### src/rtl/register_store_unit_if.sv
// register_store_unit_if: data-memory word write port (request, address, data, ready)
interface register_store_unit_if #(
    parameter int ADDR_W = 8,
    parameter int DATA_W = 32
);
    logic              mem_writeEnable;
    logic [ADDR_W-1:0] mem_address;
    logic [DATA_W-1:0] mem_writeData;
    logic              mem_ready;

    modport master (
        output mem_writeEnable,
        output mem_address,
        output mem_writeData,
        input  mem_ready
    );

    modport slave (
        input  mem_writeEnable,
        input  mem_address,
        input  mem_writeData,
        output mem_ready
    );
endinterface

### src/rtl/register_store_unit.sv
// register_store_unit: stores the 32-bit columns of one 128-bit register as sequential memory word writes
module register_store_unit #(
    parameter int ADDR_W = 8,
    parameter int DATA_W = 32
) (
    input  logic                  clk,
    input  logic                  reset,
    input  logic                  start,
    input  logic [3:0]            srcReg,
    input  logic [ADDR_W-1:0]     baseAddr,
    input  logic [3:0]            laneMask,
    output logic [3:0]            rf_readAddress,
    input  logic [4*DATA_W-1:0]   rf_readData,
    register_store_unit_if.master mem,
    output logic                  busy,
    output logic                  done
);
    typedef enum logic [1:0] {IDLE, READ, WRITE, DONE} state_t;

    state_t              state, stateNext;
    logic [ADDR_W-1:0]   baseLatch;
    logic [3:0]          maskLatch;
    logic [1:0]          lane;
    logic [4*DATA_W-1:0] snapshot;
    logic [2:0]          scanFrom;
    logic                hasNext;
    logic [1:0]          nextLane;

    // Find the lowest enabled column at or above scanFrom; READ scans from 0, WRITE from lane+1
    always_comb begin
        scanFrom = (state == READ) ? 3'd0 : {1'b0, lane} + 3'd1;
        hasNext  = 1'b0;
        nextLane = 2'd0;
        for (int i = 3; i >= 0; i--) begin
            if (maskLatch[i] && 3'(i) >= scanFrom) begin
                hasNext  = 1'b1;
                nextLane = 2'(i);
            end
        end
    end

    // Next-state decode; WRITE only advances when memory accepts the word
    always_comb begin
        stateNext = state;
        case (state)
            IDLE:    stateNext = start ? READ : IDLE;
            READ:    stateNext = hasNext ? WRITE : DONE;
            WRITE:   stateNext = (mem.mem_ready && !hasNext) ? DONE : WRITE;
            default: stateNext = IDLE;
        endcase
    end

    // State register; reset aborts any store in flight
    always_ff @(posedge clk or negedge reset) begin
        if (!reset) state <= IDLE;
        else        state <= stateNext;
    end

    // Request latch, register snapshot and lane cursor
    always_ff @(posedge clk or negedge reset) begin
        if (!reset) begin
            rf_readAddress <= '0;
            baseLatch      <= '0;
            maskLatch      <= '0;
            lane           <= '0;
            snapshot       <= '0;
        end else begin
            if (state == IDLE && start) begin
                rf_readAddress <= srcReg;
                baseLatch      <= baseAddr;
                maskLatch      <= laneMask;
            end
            if (state == READ) begin
                snapshot <= rf_readData;
                lane     <= nextLane;
            end
            if (state == WRITE && mem.mem_ready && hasNext) lane <= nextLane;
        end
    end

    // Address always tracks base+column so masked-off columns still consume their slot
    assign mem.mem_writeEnable = (state == WRITE);
    assign mem.mem_address     = baseLatch + ADDR_W'(lane);
    assign mem.mem_writeData   = snapshot[DATA_W*lane +: DATA_W];
    assign busy                = (state != IDLE);
    assign done                = (state == DONE);
endmodule
### src/flat_wrapper.sv
// flat-port wrapper written by rule: the top's interface ports become plain ports
module register_store_unit_flat 
#(
    parameter int ADDR_W = 8,
    parameter int DATA_W = 32
)
  (clk, reset, start, srcReg, baseAddr, laneMask, rf_readAddress, rf_readData, busy, done, mem_mem_writeEnable, mem_mem_address, mem_mem_writeData, mem_mem_ready);
  register_store_unit_if #(.ADDR_W(ADDR_W), .DATA_W(DATA_W)) mem_i ();
  input  logic clk;
  input  logic reset;
  input  logic start;
  input  logic [3:0] srcReg;
  input  logic [ADDR_W-1:0] baseAddr;
  input  logic [3:0] laneMask;
  output logic [3:0] rf_readAddress;
  input  logic [4*DATA_W-1:0] rf_readData;
  output logic busy;
  output logic done;
  output wire logic [$bits(mem_i.mem_writeEnable)-1:0] mem_mem_writeEnable;
  output wire logic [$bits(mem_i.mem_address)-1:0] mem_mem_address;
  output wire logic [$bits(mem_i.mem_writeData)-1:0] mem_mem_writeData;
  input wire logic [$bits(mem_i.mem_ready)-1:0] mem_mem_ready;
  assign mem_mem_writeEnable = mem_i.mem_writeEnable;
  assign mem_mem_address = mem_i.mem_address;
  assign mem_mem_writeData = mem_i.mem_writeData;
  assign mem_i.mem_ready = mem_mem_ready;
  register_store_unit #(.ADDR_W(ADDR_W), .DATA_W(DATA_W)) u_core (.clk(clk), .reset(reset), .start(start), .srcReg(srcReg), .baseAddr(baseAddr), .laneMask(laneMask), .rf_readAddress(rf_readAddress), .rf_readData(rf_readData), .mem(mem_i), .busy(busy), .done(done));
endmodule
### config.mk
export PLATFORM = sky130hd
export DESIGN_NAME = register_store_unit_flat
export DESIGN_NICKNAME = d
export VERILOG_FILES = /design/src/rtl/register_store_unit_if.sv /design/src/rtl/register_store_unit.sv /design/src/flat_wrapper.sv
export SDC_FILE = /design/constraint.sdc
export NUM_CORES = 1
export LEC_CHECK = 0
export CAP_MARGIN = 30
export CORE_MARGIN = 10
export CORE_UTILIZATION = 40
export DETAILED_ROUTE_END_ITERATION = 8
export HOLD_SLACK_MARGIN = 0.12
export PLACE_DENSITY = 0.78
export SLEW_MARGIN = 20
export SYNTH_ARGS = -nofsm -noshare
export SYNTH_HDL_FRONTEND = slang
export SYNTH_SLANG_ARGS = --single-unit
### constraint.sdc
create_clock -name clk -period 2.2 [get_ports clk]
set_input_delay 0.33 -clock clk [delete_from_list [all_inputs] [get_ports clk]]
set_output_delay 0.33 -clock clk [all_outputs]
set_load 0.05 [all_outputs]
Yosys cells after proc, flatten, opt, wreduce, memory -nomap -nowiden. Cells that the tools add are included.

Bits of input ports: 148. Bits in registers: 148. Output and inout port bits: 47. Logic and storage cells: 43.

$lt $le $gt $ge: 4. Shift-type cells: 1. Reductions and logical operators: 12. Add/subtract/negate cells: 2. Equality and inequality tests: 3. Multiplexer cells: 15.

Operator list (number): $shiftx 128x8->32 (1); $mux 2 (6); $add 8x2->8 (1); $logic_and 1x1->1 (8); $mux 1 (7); $ge 1x3->1 const A (2); $ge 2x3->1 const A (2); $pmux 2 s3 (1); $eq 2x2->1 const B (2); $reduce_bool 2->1 (2); $add 2x1->3 const B (1); $mux 3 (1); $eq 2x1->1 const B (1); $logic_not 2->1 (1); $logic_not 1->1 (1).

Longest topological paths before layout.
Depth in word-level cells: 12. Gate-level depth with buffers: 7. Mapped depth without buffers: 6.

Worst setup path after synthesis. No wires, ideal clock.

Path type: register -> output. Start point: register u_core.lane[1]. End point: output mem_mem_address[6]. Stages on the path, launching flop included: 7. Arrival time: 2208 ps. Setup slack: -338 ps. Data required time: 1870 ps. Path buffers: 1. Cells stage by stage: dfrtp_1 -> clkbuf_1 -> inv_1 -> fa_1 -> nor2b_1 -> nand4_1 -> xnor2_1.

Cells in the longest elaborated chain, start to end: 1.

RTL lines: start: declaration (RTL line register_store_unit.sv:23) `logic [1:0] lane;`; start signal: assignment (RTL line register_store_unit.sv:75) `lane <= nextLane;`; start signal: assignment (RTL line register_store_unit.sv:77) `if (state == WRITE && mem.mem_ready && hasNext) lane <= nextLane;`; $add 8x2->8 (RTL line register_store_unit.sv:83) `assign mem.mem_address = baseLatch + ADDR_W'(lane);`; end: declaration (RTL line flat_wrapper.sv:20) `output wire logic [$bits(mem_i.mem_address)-1:0] mem_mem_address;`.

Every way passes these cells.

Final worst setup path.
Start point: register u_core.lane[0]. End point: output mem_mem_address[6].

Same word-level chain as after synthesis.

==> results.toml <==
[placement]
port_buffers = 194
post-place-ws_ps = 157.8
dp_cells = 807
gp_congestion = 0.8252
post-dp-hpwl_um = 12020

[drt]
wl_per_cell_um = 20.43
drc_errors = 0
dr_wl_met2_um = 9157
vias = 4274
drt_iter0_drc = 179
firstDrtPassIters = 4
top_layer = "met4"
routed_via_density = 4.964
finalWirelength_um = 17590
wl_met1_um = 6967
final_antenna_net_count = 0
dr_wl_met3_um = 1090

[run_status]
violations = "negative setup slack"
status = "finished with violations"

[pwr]
peakVddDrop_mv = 0.9153
clockPowerShare_pct = 16.5
p_per_area_nw_per_um2 = 1850
p_leak_nw = 4.148
power.switching_mw = 7.309
p_comb_share_pct = 56.9
sequentialPowerShare_pct = 26.7
intPower_mw = 11.19
sw_frac_of_total_pct = 39.51

[cts]
clkLatencyLatePin_ps = 410
clock-sinks = 148
cts_buffers = 17
cts_root_buffer = "clkbuf_16"
htreeDepth = 4
cts_tree = "built"
clk_path_buf_depth = 2
clkTransAtPathRegs_ps = 60

[synth]
seq_area_frac_synth_pct = 55.51
synth-compound-area-share_pct = 1.669
synth_seq_cells = 148
synth_top_family_by_area = "multiplexers"
synth_warnings = 0
syn_area_um2 = 6671
ys_types = 33
synthSimpleGateAreaFrac_pct = 1.313
syn_area_per_cell_um2 = 16.31
synth_mux_area_share_pct = 35.26
synthXorXnorAreaFrac_pct = 0.7877
synth_nets = 566
syn_inst = 409
synthAdderAreaFrac_pct = 1.800

[global_route]
antenna_found_initial = 0
first_global_vias = 4951
grt_remaining_overflow = 0
grt_pass1_wl_um = 27210
grt_max_degree = 67
track_usage_pct = 15.76

[floorplan]
start_util_pct = 40.52
ios = 195
die_area_um2 = 22240
die_w_um = 149.1
rows = 47
die_height_um = 149.1
fp.coreArea_um2 = 16470

[sta]
fin_ws_ps = -155.7
setup_viol = 30
tightestPinTransition_ps = 523.2
fmax_mhz = 424.5
relSlewSlack_pct = 65.01
final.setup.tns_ps = -2417
hold_viol = 0
finalCritPeriodShare_pct = 107.1
finalClockSkew_ps = 5.816
drv_slew = 0
grt_setup_unrepaired = "yes"
fin_crit_ps = 2356

[finish]
area_growth_pct = 49.91
final_cell_mix = "150 x clkdlybuf4s50_1, 146 x dfrtp_1, 118 x mux2_2"
fillers = 1220
final_common_cell = "clkdlybuf4s50_1"
fin_nets = 784
drive_gt1_share_pct = 42.81
finalNonFillerCells = 861

[critical_path]
endpoint_kind = "primary output"
path_max_fanout = 2
arrival_ps = 2030
critPathLaunchType = "flop"
required_ps = 1870
worst-setup-path-type = "flop to primary output"

[hold_path]
hp-class = "primary input to async pin"

[run]
drv_cap = 0
-- synthesized netlist by cell type --
| master | instances | share of area, % |
|---|---|---|
| o22ai_1 | 1 | 0.094 |
| buf_4 | 2 | 0.22 |
| mux2_2 | 118 | 20 |
| xnor2_1 | 4 | 0.53 |
| nor2_1 | 6 | 0.34 |
| o311a_1 | 1 | 0.15 |
| a221oi_2 | 1 | 0.22 |
| mux4_2 | 32 | 11 |
| buf_6 | 12 | 2.0 |
| fa_1 | 1 | 0.30 |
| nand2_1 | 6 | 0.34 |
| o32ai_1 | 1 | 0.13 |
| nor2b_1 | 3 | 0.28 |
| o21ai_0 | 1 | 0.075 |
| ha_1 | 8 | 1.5 |
| o41ai_1 | 1 | 0.13 |
| o221ai_1 | 1 | 0.13 |
| xor2_1 | 2 | 0.26 |
| mux2_1 | 26 | 4.4 |
| o31a_1 | 1 | 0.13 |
| nand4_1 | 2 | 0.19 |
| o31ai_1 | 1 | 0.11 |
| inv_1 | 11 | 0.62 |
| clkbuf_1 | 1 | 0.056 |
| buf_2 | 9 | 0.68 |
| a21oi_1 | 3 | 0.22 |
| nor3_1 | 1 | 0.075 |
| mux2i_1 | 1 | 0.15 |
| a21o_1 | 1 | 0.11 |
| a21bo_2 | 1 | 0.15 |
| dfrtp_1 | 148 | 56 |
| inv_2 | 1 | 0.056 |
| or2_2 | 1 | 0.094 |
-- flip-flops by register name (all words and copies together), names as in the netlist --
| signal | cells |
|---|---|
| u_core.lane | 2 |
| u_core.maskLatch | 4 |
| u_core.rf_readAddress | 4 |
| u_core.baseLatch | 8 |
| u_core.state | 2 |
| u_core.snapshot | 128 |
-- per-stage QoR --
step	hold WS [ps]	util, %	total power [mW]	cell area, um2
after floorplan	34.41	-	11.37	6686
after global placement	299.9	53.60	13.88	8826
after detailed placement	308.8	53.60	14.19	8826
after CTS	426.8	60.24	18.57	9918
after global routing	462.7	60.72	19.43	9998
final	417.0	60.74	18.50	10000
-- repair_timing --
item	4_1_cts	5_1_grt
setup buffers	10	5
hold endpoints to repair	46	0
cloned	5	1
gates resized for setup	62	11
pin swaps	6	12
hold buffers	1	0
setup endpoints to repair	38	39
-- cells by family after synthesis --
logic type	count (synthesis)
AO/OA/AOI/OAI	14
XOR/XNOR	6
adder cells (fa/ha/maj)	9
buffers and inverters	36
flip-flops	148
multiplexers	177
AND/OR/NAND/NOR	19
-- power by group through the flow --
stage          combinational, mW  clock (mW)  sequential [mW]
6_report                    10.5        3.05             4.93
5_1_grt                     11.1        3.25             5.10
4_1_cts                     10.5        3.13             4.93
3_5_place_dp                9.23           0             4.96
3_3_place_gp                9.04           0             4.84
2_1_floorplan               6.56           0             4.81
-- final timing paths --
kind,start,end,slack (ps),depth (start not counted)
setup / recovery,u_core.lane[0]$_DFFE_PN0P_,mem_mem_address[6],-160,7
hold / removal,reset,u_core.snapshot[4]$_DFFE_PN0P_,420,2
setup reg to reg,u_core.lane[0]$_DFFE_PN0P_,u_core.state[0]$_DFF_PN0_,-40,9
hold reg to reg,u_core.snapshot[95]$_DFFE_PN0P_,u_core.snapshot[95]$_DFFE_PN0P_,490,1
max in group asynchronous,reset,u_core.snapshot[8]$_DFFE_PN0P_,1110,3
min in group clk,u_core.snapshot[95]$_DFFE_PN0P_,u_core.snapshot[95]$_DFFE_PN0P_,490,1
-- per-layer routing --
layer / GRT usage (%) / vias to the layer above
li1: - / 1938
met1: 18.08 / 2179
met2: 26.85 / 134
met3: 5.279 / 23
met4: 5.692 / 0
met5: 0 / -
-- worst max-delay path, stage by stage (launching register included) --
cell     delay, ps
dfrtp_2        390
ha_4           140
inv_2           40
fa_2           370
nor2b_4        140
nand4_1        130
xnor2_2        220
buf_12         170
-- cell type report --
type / instances / area (um2) / share of cell area (%)
diodes: 1 / 2.502 / 0.02502
multi-input cells: 225 / 2845 / 28.45
clock buffers: 20 / 446.7 / 4.466
inverters: 12 / 45.04 / 0.4504
well taps: 220 / 275.3 / 2.752
flip-flops and latches: 148 / 3706 / 37.06
repair buffers: 223 / 2502 / 25.02
clock inverters: 12 / 177.7 / 1.777
(Power assumes the default switching activity.)
